`src/rtl/uart_tx_arbiter.sv`:
```
// Round-robin arbiter sharing one UART transmitter between a manual byte,
// an echo byte and an atomic 4-byte burst; supervises each frame start.
module uart_tx_arbiter #(
  parameter int unsigned START_TIMEOUT = 1023,
  parameter int unsigned GAP_CYCLES    = 2
) (
  input  logic        clk,
  input  logic        reset,
  input  logic [2:0]  req,
  input  logic [7:0]  data0,
  input  logic [7:0]  data1,
  input  logic [31:0] burst_data,
  output logic [2:0]  ack,
  output logic [2:0]  grant,
  output logic        tx_start,
  output logic [7:0]  tx_data,
  input  logic        tx_busy,
  output logic        burst_done,
  output logic        timeout_err,
  output logic        active
);

  localparam int unsigned TO_W  = 16;
  localparam int unsigned GAP_W = 8;

  typedef enum logic [2:0] {IDLE, LOAD, WAIT_RISE, WAIT_FALL, GAP} state_t;

  state_t             state;
  logic [1:0]         rr_ptr;
  logic [1:0]         idx;
  logic [31:0]        shreg;
  logic [TO_W-1:0]    to_cnt;
  logic [GAP_W-1:0]   gap_cnt;
  logic [1:0]         win_c;

  // Round-robin winner: search upward from the channel after the last owner
  always_comb begin
    win_c = 2'd0;
    case (rr_ptr)
      2'd0:    win_c = req[1] ? 2'd1 : (req[2] ? 2'd2 : 2'd0);
      2'd1:    win_c = req[2] ? 2'd2 : (req[0] ? 2'd0 : 2'd1);
      default: win_c = req[0] ? 2'd0 : (req[1] ? 2'd1 : 2'd2);
    endcase
  end

  always_ff @(posedge clk) begin
    if (reset) begin
      state       <= IDLE;
      rr_ptr      <= 2'd0;
      idx         <= 2'd0;
      shreg       <= 32'd0;
      to_cnt      <= '0;
      gap_cnt     <= '0;
      ack         <= 3'b000;
      grant       <= 3'b000;
      tx_start    <= 1'b0;
      tx_data     <= 8'd0;
      burst_done  <= 1'b0;
      timeout_err <= 1'b0;
      active      <= 1'b0;
    end else begin
      ack         <= 3'b000;
      tx_start    <= 1'b0;
      burst_done  <= 1'b0;
      timeout_err <= 1'b0;

      case (state)
        IDLE: begin
          if (|req) begin
            grant  <= 3'b001 << win_c;
            rr_ptr <= win_c;
            idx    <= 2'd0;
            active <= 1'b1;
            state  <= LOAD;
            case (win_c)
              2'd0:    shreg <= {24'd0, data0};
              2'd1:    shreg <= {24'd0, data1};
              default: shreg <= burst_data;
            endcase
          end
        end

        LOAD: begin
          tx_start <= 1'b1;
          tx_data  <= shreg[7:0];
          if (idx == 2'd0) ack <= grant;
          to_cnt   <= '0;
          state    <= WAIT_RISE;
        end

        WAIT_RISE: begin
          if (tx_busy) begin
            state <= WAIT_FALL;
          end else if (to_cnt == TO_W'(START_TIMEOUT)) begin
            // Engine never accepted the frame: drop the whole transaction
            timeout_err <= 1'b1;
            grant       <= 3'b000;
            active      <= 1'b0;
            state       <= IDLE;
          end else begin
            to_cnt <= to_cnt + 16'd1;
          end
        end

        WAIT_FALL: begin
          if (!tx_busy) begin
            if (grant[2] && (idx != 2'd3)) begin
              idx     <= idx + 2'd1;
              shreg   <= shreg >> 8;
              gap_cnt <= '0;
              state   <= (GAP_CYCLES == 0) ? LOAD : GAP;
            end else begin
              burst_done <= grant[2];
              grant      <= 3'b000;
              active     <= 1'b0;
              state      <= IDLE;
            end
          end
        end

        GAP: begin
          if ((9'(gap_cnt) + 9'd1) >= 9'(GAP_CYCLES)) state <= LOAD;
          else gap_cnt <= gap_cnt + 8'd1;
        end

        default: state <= IDLE;
      endcase
    end
  end

endmodule

```
`config.mk`:
```
export PLATFORM = sky130hd
export DESIGN_NAME = uart_tx_arbiter
export DESIGN_NICKNAME = d
export VERILOG_FILES = /design/src/rtl/uart_tx_arbiter.sv
export SDC_FILE = /design/constraint.sdc
export NUM_CORES = 1
export LEC_CHECK = 0
export CORE_MARGIN = 4
export CORE_UTILIZATION = 52
export DETAILED_ROUTE_END_ITERATION = 8
export GPL_TIMING_DRIVEN = 0
export PLACE_DENSITY = 0.8
export SYNTH_ARGS = -nofsm -noshare
export SYNTH_HDL_FRONTEND = slang
export SYNTH_SLANG_ARGS = --single-unit
```
`constraint.sdc`:
```
create_clock -name clk -period 2.6 [get_ports clk]
set_input_delay 0.52 -clock clk [delete_from_list [all_inputs] [get_ports clk]]
set_output_delay 0.52 -clock clk [all_outputs]
set_load 0.02 [all_outputs]
```
==> After elaboration in Yosys (flattened, before gate mapping) <==
Cells that the tools add are included.
{ "op_classes": {"mux": 43, "reduce_logical": 19, "n_bitwise": 4, "n_eq_ne": 18, "shift": 1, "n_lt_le_gt_ge": 1, "add_sub_neg": 4} }
{ "ops": {"columns": ["cell", "n"], "rows": [
  ["$pmux W32 S2", 2],
  ["$mux W32", 3],
  ["$mux W16", 2],
  ["$pmux W16 S2", 1],
  ["$mux W3", 10],
  ["$mux W8", 3],
  ["$ne A2 B2 Y1 const B", 10],
  ["$add A16 B1 Y16 const B", 1],
  ["$eq A16 B10 Y1 const B", 1],
  ["$mux W2", 8],
  ["$pmux W8 S2", 1],
  ["$pmux W3 S5", 1],
  ["$reduce_and A4 Y1", 3],
  ["$add A8 B1 Y9 const B", 1],
  ["$ge A9 B2 Y1 const B", 1],
  ["$pmux W3 S3", 1],
  ["$reduce_or A3 Y1", 3],
  ["$add A8 B1 Y8 const B", 1],
  ["$mux W1", 8],
  ["$pmux W2 S2", 2],
  ["$eq A3 B2 Y1 const B", 2],
  ["$logic_not A2 Y1", 3],
  ["$reduce_and A6 Y1", 1],
  ["$reduce_bool A2 Y1", 3],
  ["14 further kinds", 18]
]} }
{ "word_totals": {"ff_bits": 81, "in_bits": 54, "output_inout_bits": 18, "word_cells": 103} }

==> Depth between registers and ports, before layout <==
{ "logic_depth": {"word_depth": 7, "ltp_mapped": 8, "mapped_depth_nobuf": 6} }

==> Worst setup path after synthesis <==
No wires, ideal clock.
{ "synth_timing": {"path_kind": "input -> register", "startpoint": "input tx_busy", "endpoint": "register to_cnt[9]", "cell_stages": 6, "path_buffers": 1, "setup_slack_ps": 574, "required_ps": 2474, "arrival_time_ps": 1900, "cell_sequence": "or4b_1 buf_2 or2_4 a2111oi_4 xnor2_1 nor2_2"} }
{ "synth_between": {"elab_chain_len": 2} }
{ "synth_rtl": {"columns": ["element", "line_no", "text"], "rows": [
  ["start, declared", "17", "input logic tx_busy,"],
  ["$ne A2 B2 Y1 (no line)", null, null],
  ["$reduce_and A3 Y1 (no line)", null, null],
  ["end signal, assigned", "101", "to_cnt <= to_cnt + 16'd1;"],
  ["end, declared", "32", "logic [TO_W-1:0] to_cnt;"]
]} }
Every way passes these cells.
A chain may end at the register's enable or synchronous reset.

==> Worst setup path in the final report <==
{ "layout_timing": {"startpoint": "input req[0]", "endpoint": "register shreg[2]"} }
{ "layout_between": {"elab_chain_len": 7} }
{ "layout_rtl": {"columns": ["element", "line_no", "text"], "rows": [
  ["start, declared", "9", "input logic [2:0] req,"],
  ["$mux W1", "41", "2'd1: win_c = req[2] ? 2'd2 : (req[0] ? 2'd0 : 2'd1);"],
  ["$mux W2", "41", null],
  ["$pmux W2 S2", "39", "case (rr_ptr)"],
  ["$eq A2 B1 Y1 or $logic_not A2 Y1 (tied branches)", "75", "case (win_c)"],
  ["$pmux W32 S2", "75", null],
  ["$mux W32", "69", "if (|req) begin"],
  ["$pmux W32 S2", "67", "case (state)"],
  ["end signal, assigned", "76", "2'd0: shreg <= {24'd0, data0};"],
  ["end signal, assigned", "77", "2'd1: shreg <= {24'd0, data1};"],
  ["end signal, assigned", "78", "default: shreg <= burst_data;"],
  ["end, declared", "31", "logic [31:0] shreg;"]
]} }
Parallel ways exist; a longest one is shown, timed or not. The select of a mux whose other input is x is not followed.

==> metrics.md <==
| Metric | Value |
|---|---|
| Status | complete, no violations |
| Period utilization | 0.906 |
| Port bufs | 70 |
| Buf/Inv on CP | 4 |
| Pwr Total | 3.43 mW |
| WL final | 9730 um |
| Die H | 93.9 um |
| Via count | 3726 |
| Synth top area cells | dfxtp_1 42%, nand2_1 6.7%, nor2_1 4.7%, a21oi_1 3.9%, a311oi_1 3.9% |
| Footprint of the multi-input gates | 2080 um^2 |
| Req. time, crit path | 2820 ps |
| Core footprint | 7210 um^2 |
| Synth-to-Final Area Change | 28.6% |
| Drt initial violations | 199 |
| Max VDD drop | 404 uV |
| Worst-path clk slew | 80 ps |
| Clk buf depth | 2 |
| Seq cells post-synth | 81 |
| DR pass1 iterations | 5 |
| DR vias/cell | 5.70 |
| RSZ-0062 raised after global routing | false |
| Most frequent cells in the layout | 81 x dfxtp_1, 70 x clkdlybuf4s50_1, 68 x nand2_1 |
| Post-synthesis instance area | 3830 um^2 |
| FF-to-FF path depth | 6 |
| Crit-path cells | clkdlybuf4s50_1 > clkbuf_2 > inv_1 > a311oi_4 > buf_4 > nor3b_1 > o311ai_0 > a21oi_1 |
| Final Hold Violating Endpoints | 0 |
| R2R Setup Slk | 310 ps |
| Root Driver | clkbuf_8 |
| Hold path cells | 2 |
| ANT nets after route | 0 |
| Initial Utilization | 0.532 |
| Sequential fraction of the synthesis area | 0.423 |
| PD cells | 695 nW/um^2 |
| Fillers | 623 |
| Area leader, netlist | dfxtp_1 |
| Final Instance Area | 4930 um^2 |
| Worst Hold Class | register to register |
| Global-route wire length before repair | 15900 um |
| CP endpoint kind | register |
| DPL Wire Length | 7270 um |
| Ys async rst share | 0 |
| DRC | 0 |
| Reg2reg end | gap_cnt[0] |
| H-tree Lvls | 3 |
| Critical path fanouts, max | 10 |
| Final slew viol count | 0 |
| N_diodes | 0 |
| Synthesized area per cell | 8.19 um^2 |
| CTS Buf Count | 9 |
| WS Path Type | input pin to register |
| Synth Warn # | 0 |
| Synth top area share | 0.423 |
| Hold wc startpoint | tx_data[0] |
| CP top delay family | buffers and inverters |
| End of the worst hold path | tx_data[0] |
| Largest net degree at the start of global routing | 15 |
| Vias in the first global route | 3456 |
| Fraction of layout cells with a size suffix above 1 | 0.0829 |
| Worst skew pair latency | 360 ps |
| Initial antenna violation count | 0 |
| Most used DFF post-synth | dfxtp_1 |
| Wirelength per Cell | 14.9 um |
| Most common cell after layout, fill and taps aside | dfxtp_1 |
| Startpoint Class | input pin |
| Io pins | 72 |
| Slowest stage delay, CP | 520 ps |
| Fin crit period | 2360 ps |
| Setup-failing EPs final | 0 |
| Slowest cell on crit path | clkdlybuf4s50_1 |
| WP data arrival | 2570 ps |
| Clock skew | 8.01 ps |
| CTS Hold Buffers Added | 0 |
| Slew @ Worst Pin | 1170 ps |
| Num Clock Sinks | 81 |
| Setup TNS | 0 ps |
| Final Non-Filler Cells | 654 |
| Sequential cell area | 1620 um^2 |
| DIE AREA | 8810 um^2 |
| Slew Limit Headroom | 0.215 |
| Die W | 93.9 um |
| GRT overflow | 0 |
| Leak | 1.74 nW |
| Post-Synthesis Cells | 468 |
| CTS tree | done |
| Post-synthesis cell type count | 52 |
| Worst reg2reg path startpoint | gap_cnt[0] |
| Post-synth EDFFs | 0 |
| DP Area | 4660 um^2 |
| Routability congestion estimate | 0.869 |
| Max cap viols | 0 |
| Layout net count | 609 |
| Number of cell rows | 31 |
| Post-Syn Nets | 527 |
| Dpl cells | 637 |
| Fmax | 0.425 GHz |
| Crit path depth | 8 |
| GRT Util Overall | 0.225 |
==> logic make-up after synthesis <==
family / after synthesis / synth area share
compound gates: 104 / 0.199
xor+xnor: 13 / 0.0297
fa+ha+maj: 5 / 0.0163
buf+inv: 41 / 0.0444
flops: 81 / 0.423
mux: 1 / 0.00261
simple gates: 223 / 0.285
==> cell type report <==
class	count	area share
Tap cell	99	0.0251
Clock buffer	10	0.0279
Timing Repair Buffer	71	0.144
Sequential cell	81	0.329
Inverter	13	0.00989
Buffer	28	0.0249
Multi-Input combinational cell	346	0.422
Clock inverter	6	0.0185
==> worst max-delay path by stage <==
stage               start         end  slack, ps
2_1_floorplan     tx_busy   to_cnt[9]        570
5_1_grt        gap_cnt[0]  gap_cnt[0]         20
6_report           req[0]    shreg[2]        240
3_3_place_gp       req[0]    shreg[0]       -430
3_5_place_dp       req[0]    shreg[0]       -500
4_1_cts            req[1]   shreg[23]       -120
==> Yosys cell counts (2+ instances only) <==
cell type / number
or2_2: 12
inv_1: 13
a211oi_1: 5
a311oi_1: 17
nand2b_1: 7
a21oi_1: 30
nor2_1: 48
ha_1: 5
nor3_1: 11
xor2_1: 6
nand4_1: 3
o211ai_1: 12
nor2b_1: 2
nor4_1: 2
o311ai_0: 8
nand3_1: 22
or3_1: 3
xnor2_1: 7
and3_1: 11
nor3b_1: 9
a21o_1: 2
a31oi_1: 3
o21ai_0: 4
and2_1: 17
buf_2: 7
a22oi_1: 10
nand2_1: 68
dfxtp_1: 81
o2111ai_1: 2
clkbuf_1: 19
==> report_power, final <==
group | internal (mW) | switching [mW]
combinational | 0.386 | 0.539
sequential | 1.38 | 0.0899
clock | 0.570 | 0.461
total | 2.34 | 1.09
==> per-layer routing <==
layer / GRT usage / vias up / routed length (um)
li1: - / 1834 / -
met3: 0.0441 / 22 / 553
met4: 0.0698 / 0 / 189
met5: 0 / - / 0
met2: 0.385 / 114 / 4810
met1: 0.283 / 1756 / 4170
==> worst min-delay path: stages, from the launching register on <==
cell and delay, ps:
dfxtp_1 310, nand2_1 50, a21oi_1 50
==> what timing repair did <==
action	CTS	global route
setup buffers	0	1
setup endpoints to repair	15	32
resized for setup	1	7
pin swaps	0	1
==> state kept, by name (all words and copies together), names as in the netlist <==
signal	count
tx_data	8
shreg	32
ack	3
gap_cnt	8
idx	2
rr_ptr	2
grant	3
burst_done	1
tx_start	1
active	1
state	3
to_cnt	16
timeout_err	1
==> stage by stage <==
stage | util | hold slack [ps] | setup WS (ps)
after floorplan | - | 432 | 574
after global placement | 0.646 | 441 | -426
after detailed placement | 0.646 | 447 | -498
after CTS | 0.679 | 458 | -123
after global routing | 0.684 | 485 | 24.2
final | 0.684 | 456 | 245
No activity file was read; power rests on OpenSTA's default activity.
